$ cat src/rtl/apb_cmd_master_if.sv
// APB4 bus bundle between one requester and G_NUM_SLAVES completers (one-hot psel, per-completer return paths).
// Latency: none, wires only.
// Backpressure: completers stall the requester through their own pready bit.
// Ports: master drives psel/penable/pwrite/pprot/paddr/pwdata/pstrb and receives pready/prdata/pslverr;
//        slave is the mirror view. prdata packs completer i at [i*G_REGWIDTH +: G_REGWIDTH].
interface apb_cmd_master_if #(
    parameter int G_REGWIDTH   = 32,
    parameter int G_ADDR_WIDTH = 7,
    parameter int G_NUM_SLAVES = 8
);
    logic [G_NUM_SLAVES-1:0]            psel;
    logic                               penable;
    logic                               pwrite;
    logic [2:0]                         pprot;
    logic [G_ADDR_WIDTH-1:0]            paddr;
    logic [G_REGWIDTH-1:0]              pwdata;
    logic [G_REGWIDTH/8-1:0]            pstrb;
    logic [G_NUM_SLAVES-1:0]            pready;
    logic [G_NUM_SLAVES*G_REGWIDTH-1:0] prdata;
    logic [G_NUM_SLAVES-1:0]            pslverr;

    modport master (
        output psel, penable, pwrite, pprot, paddr, pwdata, pstrb,
        input  pready, prdata, pslverr
    );

    modport slave (
        input  psel, penable, pwrite, pprot, paddr, pwdata, pstrb,
        output pready, prdata, pslverr
    );
endinterface

$ cat src/rtl/apb_cmd_master.sv
// APB4 requester: runs one APB transfer per accepted command, with pready timeout and select decode error.
// Latency: zero-wait completer gives rsp_valid 3 cycles after accept; decode error gives rsp_valid 1 cycle after.
// Backpressure: cmd_ready only in IDLE (one outstanding command); response held stable until rsp_ready, unbounded.
// Ports: clk/rst (sync, active-high); cmd_* valid/ready command in; rsp_* valid/ready response out;
//        m_apb master modport to the shared completer bus.
module apb_cmd_master #(
    parameter int  G_REGWIDTH   = 32,
    parameter int  G_ADDR_WIDTH = 7,
    parameter int  G_NUM_SLAVES = 8,
    parameter int  G_TIMEOUT    = 16,
    localparam int SW           = (G_NUM_SLAVES > 1) ? $clog2(G_NUM_SLAVES) : 1
) (
    input  logic                      clk,
    input  logic                      rst,
    input  logic                      cmd_valid,
    output logic                      cmd_ready,
    input  logic                      cmd_write,
    input  logic [SW-1:0]             cmd_sel,
    input  logic [G_ADDR_WIDTH-1:0]   cmd_addr,
    input  logic [G_REGWIDTH-1:0]     cmd_wdata,
    input  logic [G_REGWIDTH/8-1:0]   cmd_strb,
    input  logic [2:0]                cmd_prot,
    output logic                      rsp_valid,
    input  logic                      rsp_ready,
    output logic [G_REGWIDTH-1:0]     rsp_rdata,
    output logic                      rsp_err,
    output logic                      rsp_timeout,
    apb_cmd_master_if.master          m_apb
);
    localparam int SB = G_REGWIDTH / 8;
    // Counter only needs to reach G_TIMEOUT-1: the abort decision is taken on that value.
    localparam int CW = $clog2(G_TIMEOUT);
    localparam logic [CW-1:0] TMO_LAST = CW'(G_TIMEOUT - 1);

    typedef enum logic [1:0] {S_IDLE, S_SETUP, S_ACCESS, S_RESP} state_t;

    state_t                    state_q,       state_d;
    logic                      cmd_ready_q,   cmd_ready_d;
    logic [SW-1:0]             sel_q,         sel_d;
    logic [CW-1:0]             tmo_cnt_q,     tmo_cnt_d;
    logic [G_NUM_SLAVES-1:0]   psel_q,        psel_d;
    logic                      penable_q,     penable_d;
    logic                      pwrite_q,      pwrite_d;
    logic [2:0]                pprot_q,       pprot_d;
    logic [G_ADDR_WIDTH-1:0]   paddr_q,       paddr_d;
    logic [G_REGWIDTH-1:0]     pwdata_q,      pwdata_d;
    logic [SB-1:0]             pstrb_q,       pstrb_d;
    logic                      rsp_valid_q,   rsp_valid_d;
    logic [G_REGWIDTH-1:0]     rsp_rdata_q,   rsp_rdata_d;
    logic                      rsp_err_q,     rsp_err_d;
    logic                      rsp_timeout_q, rsp_timeout_d;

    // Only the addressed completer's return path is looked at.
    logic                  pready_sel;
    logic                  pslverr_sel;
    logic [G_REGWIDTH-1:0] prdata_sel;

    assign pready_sel  = m_apb.pready[sel_q];
    assign pslverr_sel = m_apb.pslverr[sel_q];
    assign prdata_sel  = m_apb.prdata[int'(sel_q) * G_REGWIDTH +: G_REGWIDTH];

    always_comb begin
        state_d       = state_q;
        sel_d         = sel_q;
        tmo_cnt_d     = tmo_cnt_q;
        psel_d        = psel_q;
        penable_d     = penable_q;
        pwrite_d      = pwrite_q;
        pprot_d       = pprot_q;
        paddr_d       = paddr_q;
        pwdata_d      = pwdata_q;
        pstrb_d       = pstrb_q;
        rsp_valid_d   = rsp_valid_q;
        rsp_rdata_d   = rsp_rdata_q;
        rsp_err_d     = rsp_err_q;
        rsp_timeout_d = rsp_timeout_q;

        case (state_q)
            S_IDLE: begin
                if (cmd_valid) begin
                    if (int'(cmd_sel) < G_NUM_SLAVES) begin
                        state_d   = S_SETUP;
                        sel_d     = cmd_sel;
                        tmo_cnt_d = '0;
                        for (int i = 0; i < G_NUM_SLAVES; i++) begin
                            psel_d[i] = (int'(cmd_sel) == i);
                        end
                        penable_d = 1'b0;
                        pwrite_d  = cmd_write;
                        pprot_d   = cmd_prot;
                        paddr_d   = cmd_addr;
                        pwdata_d  = cmd_wdata;
                        pstrb_d   = cmd_write ? cmd_strb : '0;
                    end else begin
                        // Unmapped target: answer straight away, bus untouched.
                        state_d       = S_RESP;
                        rsp_valid_d   = 1'b1;
                        rsp_err_d     = 1'b1;
                        rsp_timeout_d = 1'b0;
                        rsp_rdata_d   = '0;
                    end
                end
            end
            S_SETUP: begin
                state_d   = S_ACCESS;
                penable_d = 1'b1;
            end
            S_ACCESS: begin
                if (pready_sel) begin
                    state_d       = S_RESP;
                    psel_d        = '0;
                    penable_d     = 1'b0;
                    rsp_valid_d   = 1'b1;
                    rsp_err_d     = pslverr_sel;
                    rsp_timeout_d = 1'b0;
                    rsp_rdata_d   = pwrite_q ? '0 : prdata_sel;
                end else if (tmo_cnt_q == TMO_LAST) begin
                    // This was the last allowed ACCESS cycle without pready.
                    state_d       = S_RESP;
                    psel_d        = '0;
                    penable_d     = 1'b0;
                    rsp_valid_d   = 1'b1;
                    rsp_err_d     = 1'b1;
                    rsp_timeout_d = 1'b1;
                    rsp_rdata_d   = '0;
                end else begin
                    tmo_cnt_d = tmo_cnt_q + CW'(1);
                end
            end
            S_RESP: begin
                if (rsp_ready) begin
                    state_d     = S_IDLE;
                    rsp_valid_d = 1'b0;
                end
            end
            default: state_d = S_IDLE;
        endcase

        cmd_ready_d = (state_d == S_IDLE);
    end

    always_ff @(posedge clk) begin
        if (rst) begin
            state_q       <= S_IDLE;
            cmd_ready_q   <= 1'b1;
            sel_q         <= '0;
            tmo_cnt_q     <= '0;
            psel_q        <= '0;
            penable_q     <= 1'b0;
            pwrite_q      <= 1'b0;
            pprot_q       <= '0;
            paddr_q       <= '0;
            pwdata_q      <= '0;
            pstrb_q       <= '0;
            rsp_valid_q   <= 1'b0;
            rsp_rdata_q   <= '0;
            rsp_err_q     <= 1'b0;
            rsp_timeout_q <= 1'b0;
        end else begin
            state_q       <= state_d;
            cmd_ready_q   <= cmd_ready_d;
            sel_q         <= sel_d;
            tmo_cnt_q     <= tmo_cnt_d;
            psel_q        <= psel_d;
            penable_q     <= penable_d;
            pwrite_q      <= pwrite_d;
            pprot_q       <= pprot_d;
            paddr_q       <= paddr_d;
            pwdata_q      <= pwdata_d;
            pstrb_q       <= pstrb_d;
            rsp_valid_q   <= rsp_valid_d;
            rsp_rdata_q   <= rsp_rdata_d;
            rsp_err_q     <= rsp_err_d;
            rsp_timeout_q <= rsp_timeout_d;
        end
    end

    assign cmd_ready     = cmd_ready_q;
    assign rsp_valid     = rsp_valid_q;
    assign rsp_rdata     = rsp_rdata_q;
    assign rsp_err       = rsp_err_q;
    assign rsp_timeout   = rsp_timeout_q;
    assign m_apb.psel    = psel_q;
    assign m_apb.penable = penable_q;
    assign m_apb.pwrite  = pwrite_q;
    assign m_apb.pprot   = pprot_q;
    assign m_apb.paddr   = paddr_q;
    assign m_apb.pwdata  = pwdata_q;
    assign m_apb.pstrb   = pstrb_q;
endmodule

$ cat src/flat_wrapper.sv
// flat-port wrapper written by rule: the top's interface ports become plain ports
module apb_cmd_master_flat 
#(
    parameter int  G_REGWIDTH   = 32,
    parameter int  G_ADDR_WIDTH = 7,
    parameter int  G_NUM_SLAVES = 8,
    parameter int  G_TIMEOUT    = 16,
    localparam int SW           = (G_NUM_SLAVES > 1) ? $clog2(G_NUM_SLAVES) : 1
)
  (clk, rst, cmd_valid, cmd_ready, cmd_write, cmd_sel, cmd_addr, cmd_wdata, cmd_strb, cmd_prot, rsp_valid, rsp_ready, rsp_rdata, rsp_err, rsp_timeout, m_apb_psel, m_apb_penable, m_apb_pwrite, m_apb_pprot, m_apb_paddr, m_apb_pwdata, m_apb_pstrb, m_apb_pready, m_apb_prdata, m_apb_pslverr);
  apb_cmd_master_if #(.G_REGWIDTH(G_REGWIDTH), .G_ADDR_WIDTH(G_ADDR_WIDTH), .G_NUM_SLAVES(G_NUM_SLAVES)) m_apb_i ();
  input  logic clk;
  input  logic rst;
  input  logic cmd_valid;
  output logic cmd_ready;
  input  logic cmd_write;
  input  logic [SW-1:0] cmd_sel;
  input  logic [G_ADDR_WIDTH-1:0] cmd_addr;
  input  logic [G_REGWIDTH-1:0] cmd_wdata;
  input  logic [G_REGWIDTH/8-1:0] cmd_strb;
  input  logic [2:0] cmd_prot;
  output logic rsp_valid;
  input  logic rsp_ready;
  output logic [G_REGWIDTH-1:0] rsp_rdata;
  output logic rsp_err;
  output logic rsp_timeout;
  output wire logic [$bits(m_apb_i.psel)-1:0] m_apb_psel;
  output wire logic [$bits(m_apb_i.penable)-1:0] m_apb_penable;
  output wire logic [$bits(m_apb_i.pwrite)-1:0] m_apb_pwrite;
  output wire logic [$bits(m_apb_i.pprot)-1:0] m_apb_pprot;
  output wire logic [$bits(m_apb_i.paddr)-1:0] m_apb_paddr;
  output wire logic [$bits(m_apb_i.pwdata)-1:0] m_apb_pwdata;
  output wire logic [$bits(m_apb_i.pstrb)-1:0] m_apb_pstrb;
  input wire logic [$bits(m_apb_i.pready)-1:0] m_apb_pready;
  input wire logic [$bits(m_apb_i.prdata)-1:0] m_apb_prdata;
  input wire logic [$bits(m_apb_i.pslverr)-1:0] m_apb_pslverr;
  assign m_apb_psel = m_apb_i.psel;
  assign m_apb_penable = m_apb_i.penable;
  assign m_apb_pwrite = m_apb_i.pwrite;
  assign m_apb_pprot = m_apb_i.pprot;
  assign m_apb_paddr = m_apb_i.paddr;
  assign m_apb_pwdata = m_apb_i.pwdata;
  assign m_apb_pstrb = m_apb_i.pstrb;
  assign m_apb_i.pready = m_apb_pready;
  assign m_apb_i.prdata = m_apb_prdata;
  assign m_apb_i.pslverr = m_apb_pslverr;
  apb_cmd_master #(.G_REGWIDTH(G_REGWIDTH), .G_ADDR_WIDTH(G_ADDR_WIDTH), .G_NUM_SLAVES(G_NUM_SLAVES), .G_TIMEOUT(G_TIMEOUT)) u_core (.clk(clk), .rst(rst), .cmd_valid(cmd_valid), .cmd_ready(cmd_ready), .cmd_write(cmd_write), .cmd_sel(cmd_sel), .cmd_addr(cmd_addr), .cmd_wdata(cmd_wdata), .cmd_strb(cmd_strb), .cmd_prot(cmd_prot), .rsp_valid(rsp_valid), .rsp_ready(rsp_ready), .rsp_rdata(rsp_rdata), .rsp_err(rsp_err), .rsp_timeout(rsp_timeout), .m_apb(m_apb_i));
endmodule
$ cat config.mk
export PLATFORM = sky130hd
export DESIGN_NAME = apb_cmd_master_flat
export DESIGN_NICKNAME = d
export VERILOG_FILES = /design/src/rtl/apb_cmd_master_if.sv /design/src/rtl/apb_cmd_master.sv /design/src/flat_wrapper.sv
export SDC_FILE = /design/constraint.sdc
export NUM_CORES = 1
export LEC_CHECK = 0
export BUFFER_PORTS_ARGS = -buffer_cell sky130_fd_sc_hd__buf_4
export CAP_MARGIN = 20
export CORE_AREA = 2 2 164 166
export DETAILED_ROUTE_END_ITERATION = 7
export DIE_AREA = 0 0 166 168
export SETUP_SLACK_MARGIN = 0.02
export SLEW_MARGIN = 20
export SYNTH_ARGS = -nofsm -noshare
export SYNTH_HDL_FRONTEND = slang
export SYNTH_SLANG_ARGS = --single-unit
$ cat constraint.sdc
create_clock -name clk -period 3.75 [get_ports clk]
set_input_delay 0.75 -clock clk [delete_from_list [all_inputs] [get_ports clk]]
set_output_delay 0.75 -clock clk [all_outputs]
set_load 0.1 [all_outputs]
==> impl_metrics.env, run 1 <==
export IMPL_clock_fmax_ghz=0.408
export IMPL_vias=6148
export IMPL_wl_per_cell_um=18.8
export IMPL_cts_buffers_inserted=9
export IMPL_fin_crit_sh_pct=65.4
export IMPL_min_path_cells=2
export IMPL_drc=0
export IMPL_num_antenna_cells=0
export IMPL_cts_buffer_depth=2
export IMPL_final_util_pct=37.1
export IMPL_instances_no_fill=1317
export IMPL_regToRegSetupSlack_ns=1.30
export IMPL_worstHoldStart="u_core.m_apb.pwdata[22]"
export IMPL_grt_max_degree=67
export IMPL_area_delta_synth_final_pct=61.7
export IMPL_grt_pass1_wl_um=37300
export IMPL_syn_area_per_cell_um2=10.2
export IMPL_power_leakage_nw=4.10
export IMPL_clk_pin_slew_worst_paths_ns=0.07
export IMPL_critical_path_max_stage_delay_ns=0.83
export IMPL_port_buffers=417
export IMPL_syn_area_um2=6050
export IMPL_worstPathRequired_ns=4.01
export IMPL_synth_seq_cells=101
export IMPL_cts_tree="done"
export IMPL_layout_min_cycle_time_ns=2.45
export IMPL_cts_root_buffer="clkbuf_16"
export IMPL_die_w_um=166
export IMPL_synth_seq_area_share_pct=33.4
export IMPL_ctsResizeCount=0
export IMPL_final_setup_tns_ns=0
export IMPL_worstRegToRegCells=5
export IMPL_postCtsHoldBufs=0
export IMPL_critPathMaxFanout=32
export IMPL_layout_nets=1298
export IMPL_ys_types=37
export IMPL_placed_cells=1301
export IMPL_insertion_delay_ns=0.35
export IMPL_clock_sinks=101
export IMPL_antenna_found_initial=1
export IMPL_avgViaCountPerCell=4.67
export IMPL_clockPowerShare_pct=30.5
export IMPL_die_h_um=168
export IMPL_grtUsageTotal_pct=17.4
export IMPL_cts_setup_buffers=0
export IMPL_clock_skew_ns=0.0138
export IMPL_wirelength_um=24800
export IMPL_io_pins=418
export IMPL_drt_iter0_drc=323
export IMPL_start_util_pct=22.9
export IMPL_rows=60
export IMPL_drv_cap=0
export IMPL_p_comb_share_pct=36.6
export IMPL_hold_viol=0
export IMPL_core_area_um2=26400
export IMPL_htree_levels=3
export IMPL_yosysWarnings=0
export IMPL_hp_class="reg -> reg"
export IMPL_grt_pass1_vias=6462
export IMPL_hold_end="u_core.m_apb.pwdata[22]"
export IMPL_run_status="complete, no violations"
export IMPL_worst_pin_slew_ns=0.976
export IMPL_drtAntennaViolNets=0
export IMPL_synthCells=591
export IMPL_r2r_start="u_core.sel_q[0]"
export IMPL_crit_type="reg -> reg"
export IMPL_cp_startpoint="u_core.sel_q[0]"
export IMPL_globalRoute_totalOverflow=0
export IMPL_slew_headroom_pct=35.0
export IMPL_switching_share_pct=35.4
export IMPL_p_int_mw=2.30
export IMPL_ir_drop_v=0.000228
export IMPL_power_frac_seq_pct=33.0
export IMPL_dr_pass1_iters=6
export IMPL_drive_gt1_share_pct=56.7
export IMPL_cp_start_kind="register"
export IMPL_synth_nets=918
export IMPL_setup_viol=0
export IMPL_placed_cell_area_um2=9440
export IMPL_arrival_ns=2.71
export IMPL_hpwl_um=19900
export IMPL_reg2reg_to="u_core.rsp_rdata[1]"
export IMPL_cpMaxStageDelayCell="or3_2"
export IMPL_p_total_mw=3.57
export IMPL_slew_violations=0
export IMPL_gp_congestion=0.828
export IMPL_die_area_um2=27900
export IMPL_rsz0062_at_grt="false"
export IMPL_final_area_um2=9780
export IMPL_end_kind="register"
export IMPL_path_cells="mux2i_1 > a22oi_2 > nand2_1 > or3_2 > o31ai_1"
export IMPL_switchingPower_mw=1.26
export IMPL_power_density_nw_per_um2=365
[cells in the mapped netlist]
| library cell | n | share of area (%) |
|---|---|---|
| nand2_1 | 105 | 6.5 |
| dfxtp_1 | 101 | 33 |
| mux4_2 | 66 | 25 |
| a21oi_1 | 65 | 5.4 |
| o21ai_0 | 41 | 3.4 |
| nor2b_1 | 39 | 4.0 |
| mux2i_1 | 36 | 6.0 |
| clkbuf_1 | 34 | 2.1 |
| o31ai_2 | 30 | 6.2 |
| buf_2 | 12 | 0.99 |
| nand3_1 | 8 | 0.66 |
| nor2_1 | 8 | 0.50 |
| buf_6 | 6 | 1.1 |
| buf_1 | 5 | 0.31 |
| nand3b_1 | 4 | 0.50 |
| nand2b_1 | 3 | 0.31 |
| o31ai_1 | 3 | 0.37 |
| a31oi_1 | 2 | 0.21 |
| and3_1 | 2 | 0.21 |
| buf_4 | 2 | 0.25 |
| inv_1 | 2 | 0.12 |
| nor3_1 | 2 | 0.17 |
| a211oi_2 | 1 | 0.21 |
| a21oi_2 | 1 | 0.14 |
| a221oi_1 | 1 | 0.14 |
| a22oi_2 | 1 | 0.21 |
| a2bb2oi_4 | 1 | 0.43 |
| a31o_2 | 1 | 0.14 |
| ha_1 | 1 | 0.21 |
| mux2_2 | 1 | 0.19 |
| mux2_4 | 1 | 0.25 |
| nand4_1 | 1 | 0.10 |
| nand4b_1 | 1 | 0.14 |
| nor3b_1 | 1 | 0.12 |
| o221ai_1 | 1 | 0.14 |
| or2_2 | 1 | 0.10 |
| or3_1 | 1 | 0.10 |
[sequential cells by signal (all words and copies together) (netlist names)]
signal and flops:
u_core.m_apb.pwdata 32, u_core.rsp_rdata 32, u_core.m_apb.psel 8, u_core.m_apb.paddr 7, u_core.m_apb.pstrb 4, u_core.tmo_cnt_q 4, u_core.m_apb.pprot 3, u_core.sel_q 3
u_core.state_q 2, u_core.cmd_ready 1, u_core.m_apb.penable 1, u_core.m_apb.pwrite 1, u_core.rsp_err 1, u_core.rsp_timeout 1, u_core.rsp_valid 1
[critical path: cells and delay by family, from the launching register on]
family,cells,cell delay [ns]
multiplexers,1,0.15
AO/OA/AOI/OAI,2,0.72
AND/OR/NAND/NOR,2,0.94
flip-flops,1,0.53
[layout by cell type (no fill, tap or decap), types with 3 or more instances in the layout]
cell type and instances:
o31ai_2 30, nor2_1 8, nand3_1 8, mux2i_1 36, bufinv_16 3, nand2_1 104
nor2b_1 39, nand3b_1 4, o21ai_0 41, buf_4 427, a21oi_1 65, o31ai_1 3
clkbuf_16 9, mux4_2 66, dfxtp_1 98
[power groups by stage]
stage | clock (mW) | combinational [mW] | sequential [mW]
floorplan | 0 | 0.472 | 1.57
global placement | 0 | 1.32 | 1.20
detailed placement | 0 | 1.32 | 1.20
CTS | 1.13 | 1.32 | 1.18
global route | 1.16 | 1.38 | 1.19
finish | 1.09 | 1.30 | 1.18
[worst max-delay path by stage]
stage                     cells past startpoint                  end
after global routing                          5  u_core.rsp_rdata[0]
after floorplan                               7    u_core.state_q[0]
after CTS                                     6       u_core.rsp_err
after global placement                        6  u_core.rsp_rdata[1]
after detailed placement                      6  u_core.rsp_rdata[0]
final                                         5  u_core.rsp_rdata[1]
[cell type report]
type | instances | area, µm²
sequential | 101 | 2030
timing repair buffer | 428 | 3230
multi-input combinational | 429 | 3750
clock inverter | 5 | 106
clock buffer | 11 | 233
inverter | 2 | 7.51
fill | 2696 | 16600
tap | 341 | 427
[cell families after synthesis]
logic type	Yosys count	share of synthesized area, %
adder cells (fa/ha/maj)	1	0.207
AO/OA/AOI/OAI	148	17.0
AND/OR/NAND/NOR	176	13.5
buffers and inverters	61	4.90
multiplexers	104	31.0
flip-flops	101	33.4
[layer usage]
layer	vias up	wire length [µm]	share of wire [%]	track usage, %
li1	2936	-	-	-
met1	2885	9490	38	20.1
met2	287	12800	52	31.4
met3	38	1800	7.3	4.14
met4	2	619	2.5	5.86
met5	-	15	0.061	0
[per-stage QoR]
step / hold WS, ns / worst slack (ns)
2_1_floorplan: 0.474 / 1.65
3_3_place_gp: 0.439 / 1.05
3_5_place_dp: 0.447 / 1.03
4_1_cts: 0.457 / 1.25
5_1_grt: 0.471 / 1.04
6_report: 0.453 / 1.30
No activity file was read; power rests on OpenSTA's default activity.
==> inputs of run 2 (changes only) <==
--- a/config.mk
+++ b/config.mk
@@ -5,11 +5,12 @@
 export SDC_FILE = /design/constraint.sdc
 export NUM_CORES = 1
 export LEC_CHECK = 0
+export ABC_AREA = 1
 export BUFFER_PORTS_ARGS = -buffer_cell sky130_fd_sc_hd__buf_4
 export CAP_MARGIN = 20
-export CORE_AREA = 2 2 164 166
+export CORE_AREA = 2 2 161 163
 export DETAILED_ROUTE_END_ITERATION = 7
-export DIE_AREA = 0 0 166 168
+export DIE_AREA = 0 0 163 165
 export SETUP_SLACK_MARGIN = 0.02
 export SLEW_MARGIN = 20
 export SYNTH_ARGS = -nofsm -noshare
==> constraint.sdc (replaced) <==
create_clock -name clk -period 2 [get_ports clk]
set_input_delay 0.4 -clock clk [delete_from_list [all_inputs] [get_ports clk]]
set_output_delay 0.4 -clock clk [all_outputs]
set_load 0.1 [all_outputs]
==> run 2 against run 1 <==
Against the previous run:
- sequential power up 110%
- die area decreased by 3.6%
- synthesized cell count increased by 150%
- clock power rose by 64%
- cell count rose by 64%
- first-iteration DRC count is 110% higher
==> impl_metrics.env, run 2 <==
export IMPL_vias=9761
export IMPL_p_comb_share_pct=55.2
export IMPL_rsz0062_at_grt="false"
export IMPL_cts_root_buffer="clkbuf_16"
export IMPL_grt_pass1_vias=9122
export IMPL_hpwl_um=25000
export IMPL_drtAntennaViolNets=0
export IMPL_grt_max_degree=71
export IMPL_port_buffers=417
export IMPL_layout_nets=2154
export IMPL_area_delta_synth_final_pct=47.9
export IMPL_dr_pass1_iters=6
export IMPL_ys_types=29
export IMPL_grt_pass1_wl_um=47600
export IMPL_synth_nets=1789
export IMPL_switchingPower_mw=4.62
export IMPL_crit_type="reg -> reg"
export IMPL_run_status="complete, no violations"
export IMPL_synth_common_cells="529 x nand2_1, 287 x inv_1, 186 x nor2_1"
export IMPL_insertion_delay_ns=0.35
export IMPL_globalRoute_totalOverflow=0
export IMPL_grtUsageTotal_pct=22.6
export IMPL_placed_cells=2146
export IMPL_critPathMaxFanout=52
export IMPL_crit_buf_inv=2
export IMPL_slew_violations=0
export IMPL_clock_fmax_ghz=0.573
export IMPL_cp_start_kind="register"
export IMPL_cts_setup_buffers=0
export IMPL_critical_path_max_stage_delay_ns=0.36
export IMPL_syn_area_per_cell_um2=5.27
export IMPL_fin_crit_sh_pct=87.2
export IMPL_yosysWarnings=0
export IMPL_drive_gt1_share_pct=26.0
export IMPL_synthCells=1462
export IMPL_switching_share_pct=49.0
export IMPL_gp_congestion=0.888
export IMPL_yosysTopAreaCell="dfxtp_1"
export IMPL_die_w_um=163
export IMPL_drc=0
export IMPL_core_area_um2=25000
export IMPL_drv_cap=0
export IMPL_worstPathRequired_ns=2.28
export IMPL_power_leakage_nw=6.85
export IMPL_yosysMostFrequentCell="nand2_1"
export IMPL_end_kind="register"
export IMPL_synthTopCellsByArea="dfxtp_1 26%, nand2_1 26%, inv_1 14%"
export IMPL_cts_buffer_depth=2
export IMPL_io_pins=418
export IMPL_final_setup_tns_ns=0
export IMPL_rows=58
export IMPL_layout_common_cells="529 x nand2_1, 429 x buf_4, 286 x inv_1"
export IMPL_instances_no_fill=2161
export IMPL_synth_seq_cells=101
export IMPL_crit_top_cell="nand2_1"
export IMPL_ctsResizeCount=0
export IMPL_die_h_um=165
export IMPL_clockPowerShare_pct=18.9
export IMPL_wirelength_um=31700
export IMPL_power_density_nw_per_um2=828
export IMPL_clk_pin_slew_worst_paths_ns=0.07
export IMPL_cpMaxStageDelayCell="dfxtp_2"
export IMPL_arrival_ns=2.03
export IMPL_synth_edff_count=0
export IMPL_antenna_found_initial=0
export IMPL_path_delay_family="simple AND/OR/NAND/NOR gates"
export IMPL_synth_top_flop_cell="dfxtp_1"
export IMPL_p_int_mw=4.82
export IMPL_ir_drop_v=0.000751
export IMPL_hp_class="in -> reg"
export IMPL_wl_per_cell_um=14.7
export IMPL_netlist_area_leader_share_pct=26.2
export IMPL_syn_area_um2=7710
export IMPL_start_util_pct=30.8
export IMPL_slew_headroom_pct=66.8
export IMPL_worst_pin_slew_ns=0.499
export IMPL_avgViaCountPerCell=4.52
export IMPL_synth_seq_area_share_pct=26.2
export IMPL_async_flop_share_pct=0
export IMPL_htree_levels=3
export IMPL_drt_iter0_drc=678
export IMPL_die_area_um2=26900
export IMPL_postCtsHoldBufs=0
export IMPL_setup_viol=0
export IMPL_cts_buffers_inserted=9
export IMPL_power_frac_seq_pct=25.9
export IMPL_cts_tree="done"
export IMPL_num_antenna_cells=0
export IMPL_hold_viol=0
export IMPL_clock_skew_ns=0.00766
export IMPL_layout_min_cycle_time_ns=1.74
export IMPL_path_cells="buf_12 > buf_4 > nand3_1 > nand2_1 > nand2_1 > nand2_1 > nand3_1 > nand2_1 > nand2_1 > nor2_1"
export IMPL_clock_sinks=101
export IMPL_layout_commonest_cell="nand2_1"
==> run 2: cell types whose count changed after synthesis, moves of 19 or more <==
cell	previous run	this run
nand3_1	8	175
inv_1	2	287
o31ai_2	30	0
nor2_1	8	186
mux4_2	66	0
buf_2	12	31
nand2_1	105	529
a21oi_1	65	9
nor2b_1	39	0
mux2i_1	36	0
==> run 2: per-layer routing <==
layer	share of wire [%]	track usage [%]	wire length, µm
met4	3.9	9.05	1230
met5	0	0	0
met2	50	41.3	15800
met1	40	26.0	12600
met3	6.7	4.09	2140
==> run 2: power by group through the flow <==
stage          Combinational, mW  Sequential, mW  Clock, mW
2_1_floorplan               1.99            4.18          0
3_3_place_gp                5.23            2.49          0
3_5_place_dp                5.24            2.49          0
4_1_cts                     5.25            2.45       1.85
5_1_grt                     5.63            2.48       1.94
6_report                    5.21            2.44       1.79
==> run 2: final cells by class <==
class / instances / area, µm²
sequential: 101 / 2030
inverter: 294 / 1110
tap: 330 / 413
clock inverter: 6 / 71.3
fill: 2793 / 13600
timing repair buffer: 442 / 3480
multi-input combinational: 979 / 4080
clock buffer: 9 / 225
==> run 2: final timing paths <==
| kind | startpoint | end | slack (ns) | cells past startpoint |
|---|---|---|---|---|
| setup / recovery | u_core.sel_q[1] | u_core.rsp_rdata[10] | 0.26 | 10 |
| hold / removal | rst | u_core.m_apb.penable | 0.29 | 2 |
| hold reg to reg | u_core.m_apb.pwdata[14] | u_core.m_apb.pwdata[14] | 0.49 | 2 |
| setup reg to reg | u_core.sel_q[1] | u_core.rsp_rdata[10] | 0.26 | 10 |
==> run 2: cell families (layout without fill, tap and decap cells) <==
family | count (synthesis) | count (layout) | synth area share (%)
and+or+nand+nor | 909 | 909 | 48.1
buffers and inverters | 382 | 751 | 20.8
DFF | 101 | 101 | 26.2
AOI/OAI and AO/OA | 68 | 68 | 4.53
adders and majority gates | 1 | 1 | 0.162
xor gates and xnor gates | 1 | 1 | 0.114
==> run 2: metrics by stage <==
step / setup slack [ns] / power, mW / utilization [%] / instance area (µm²) / hold WS [ns]
after detailed placement: 0.295 / 7.73 / 44.4 / 11100 / 0.461
after global placement: 0.312 / 7.71 / 44.4 / 11100 / 0.464
after CTS: 0.279 / 9.55 / 45.6 / 11400 / 0.268
after global routing: 0.0806 / 10.0 / 45.6 / 11400 / 0.288
final: 0.255 / 9.44 / 45.6 / 11400 / 0.291
after floorplan: 0.258 / 6.17 / - / 7710 / 0.450
==> inputs of run 3 (changes only) <==
--- a/config.mk
+++ b/config.mk
@@ -11,6 +11,7 @@
 export CORE_AREA = 2 2 161 163
 export DETAILED_ROUTE_END_ITERATION = 7
 export DIE_AREA = 0 0 163 165
+export PLACE_DENSITY = 0.72
 export SETUP_SLACK_MARGIN = 0.02
 export SLEW_MARGIN = 20
 export SYNTH_ARGS = -nofsm -noshare
==> run 3 against run 2 <==
Against the previous run:
- clock-buffer cell count stayed put
- clock skew grew 0.0077 ns
- maximum frequency is 0.87% lower
- total power down 0.46%
- wire length fell by 3.8%
- combinational power fell by 2%
- core utilization is 0.24 points lower
- critical path depth unchanged
- cell count about the same
==> impl_metrics.env, run 3 (synthesized netlist as in run 2, its figures left out) <==
export IMPL_path_delay_family="simple AND/OR/NAND/NOR gates"
export IMPL_start_util_pct=30.8
export IMPL_crit_end="u_core.m_apb.psel[4]"
export IMPL_clock_sinks=101
export IMPL_io_pins=418
export IMPL_end_kind="register"
export IMPL_run_status="complete, no violations"
export IMPL_grt_pass1_vias=8937
export IMPL_r2r_start="u_core.sel_q[0]"
export IMPL_setup_viol=0
export IMPL_fin_ws_ns=0.240
export IMPL_final_util_pct=45.3
export IMPL_dr_pass1_iters=5
export IMPL_layout_min_cycle_time_ns=1.76
export IMPL_ir_drop_v=0.000709
export IMPL_fin_crit_sh_pct=88.0
export IMPL_layout_nets=2152
export IMPL_clock_skew_ns=0.0153
export IMPL_num_antenna_cells=0
export IMPL_reg2reg_to="u_core.m_apb.psel[4]"
export IMPL_drive_gt1_share_pct=26.0
export IMPL_vias=9632
export IMPL_worstPathRequired_ns=2.26
export IMPL_hp_class="in -> reg"
export IMPL_antenna_found_initial=0
export IMPL_worstRegToRegCells=10
export IMPL_crit_buf_inv=1
export IMPL_htree_levels=3
export IMPL_drv_cap=0
export IMPL_drt_iter0_drc=691
export IMPL_hold_viol=0
export IMPL_cts_root_buffer="clkbuf_16"
export IMPL_layout_commonest_cell="nand2_1"
export IMPL_regToRegSetupSlack_ns=0.24
export IMPL_wl_per_cell_um=14.1
export IMPL_die_h_um=165
export IMPL_hpwl_um=24000
export IMPL_power_leakage_nw=6.82
export IMPL_layout_common_cells="529 x nand2_1, 432 x buf_4, 286 x inv_1"
export IMPL_port_buffers=417
export IMPL_whs_ns=0.277
export IMPL_die_area_um2=26900
export IMPL_worst_pin_slew_ns=0.459
export IMPL_gp_congestion=0.916
export IMPL_globalRoute_totalOverflow=0
export IMPL_rows=58
export IMPL_cts_setup_buffers=0
export IMPL_cp_startpoint="u_core.sel_q[0]"
export IMPL_die_w_um=163
export IMPL_grt_max_degree=91
export IMPL_avgViaCountPerCell=4.46
export IMPL_cts_tree="done"
export IMPL_critPathMaxFanout=20
export IMPL_wirelength_um=30500
export IMPL_cp_depth=10
export IMPL_path_cells="buf_4 > nand2_1 > nand2_1 > nand2_1 > nand3_1 > nand2_1 > nand2_2 > nand3_2 > nor2_1 > nor2_1"
export IMPL_critical_path_max_stage_delay_ns=0.41
export IMPL_grtUsageTotal_pct=21.7
export IMPL_p_total_mw=9.40
export IMPL_ctsResizeCount=0
export IMPL_cts_buffer_depth=2
export IMPL_clock_fmax_ghz=0.568
export IMPL_postCtsHoldBufs=0
export IMPL_drc=0
export IMPL_clk_pin_slew_worst_paths_ns=0.08
export IMPL_final_setup_tns_ns=0
export IMPL_cp_start_kind="register"
export IMPL_grt_pass1_wl_um=46000
export IMPL_pre_cts_slack_ns=0.264
export IMPL_crit_type="reg -> reg"
export IMPL_slew_violations=0
export IMPL_drtAntennaViolNets=0
export IMPL_arrival_ns=2.02
export IMPL_cpMaxStageDelayCell="dfxtp_4"
export IMPL_crit_top_cell="nand2_1"
export IMPL_insertion_delay_ns=0.36
export IMPL_core_area_um2=25000
export IMPL_rsz0062_at_grt="false"
export IMPL_slew_headroom_pct=69.4
export IMPL_cts_buffers_inserted=9
export IMPL_power_density_nw_per_um2=828
export IMPL_area_delta_synth_final_pct=47.2
[run 3: cell count changes in the layout (fill, tap and decap cells not counted)]
cell / change
inv_6: -1
buf_12: -5
bufinv_16: -1
inv_4: -1
inv_8: +2
buf_4: +3
clkinv_4: -1
clkinv_8: +3
[run 3: area by class of cell]
cell class,instances,area [µm²]
fillers,2712,13700
multi-input cells,979,4080
repair buffers,440,3400
flip-flops and latches,101,2030
inverters,294,1110
well taps,330,413
clock buffers,9,225
clock inverters,7,88.8
[run 3: metrics by stage]
stage	std cells	instance area, µm²
after CTS	2160	11300
after global placement	2144	11000
after detailed placement	2144	11000
after floorplan	1462	7710
final	2160	11300
after global routing	2160	11300
[run 3: worst min-delay path by stage]
stage                        start                   end  slack, ns  depth (start not counted)
3_5_place_dp      u_core.rsp_valid      u_core.rsp_valid       0.47                          2
4_1_cts                        rst  u_core.m_apb.penable       0.26                          2
2_1_floorplan  u_core.tmo_cnt_q[0]   u_core.tmo_cnt_q[0]       0.45                          1
6_report                       rst      u_core.rsp_valid       0.28                          2
3_3_place_gp      u_core.rsp_valid      u_core.rsp_valid       0.46                          2
5_1_grt                        rst  u_core.m_apb.penable       0.27                          2
[run 3: layer usage]
| layer | GRT usage (%) | up-vias | routed length, µm |
|---|---|---|---|
| met5 | 0 | - | 0 |
| met4 | 8.21 | 0 | 1180 |
| met3 | 4.75 | 62 | 2280 |
| met2 | 39.0 | 372 | 15100 |
| met1 | 25.1 | 4184 | 11900 |
| li1 | - | 5014 | - |
[run 3: where the power goes]
group	leakage, nW	total, mW	switching, mW	internal (mW)
clock network	0.152	1.81	0.912	0.902
registers	0.830	2.45	0.179	2.27
logic	5.84	5.13	3.60	1.53
[run 3: worst reg2reg max path, stage by stage, from the launching register on]
cell     delay [ns]
dfxtp_4        0.41
buf_4          0.25
nand2_1        0.07
nand2_1        0.07
nand2_1        0.07
nand3_1        0.11
nand2_1        0.14
nand2_2        0.15
nand3_2        0.18
nor2_1         0.15
nor2_1         0.06
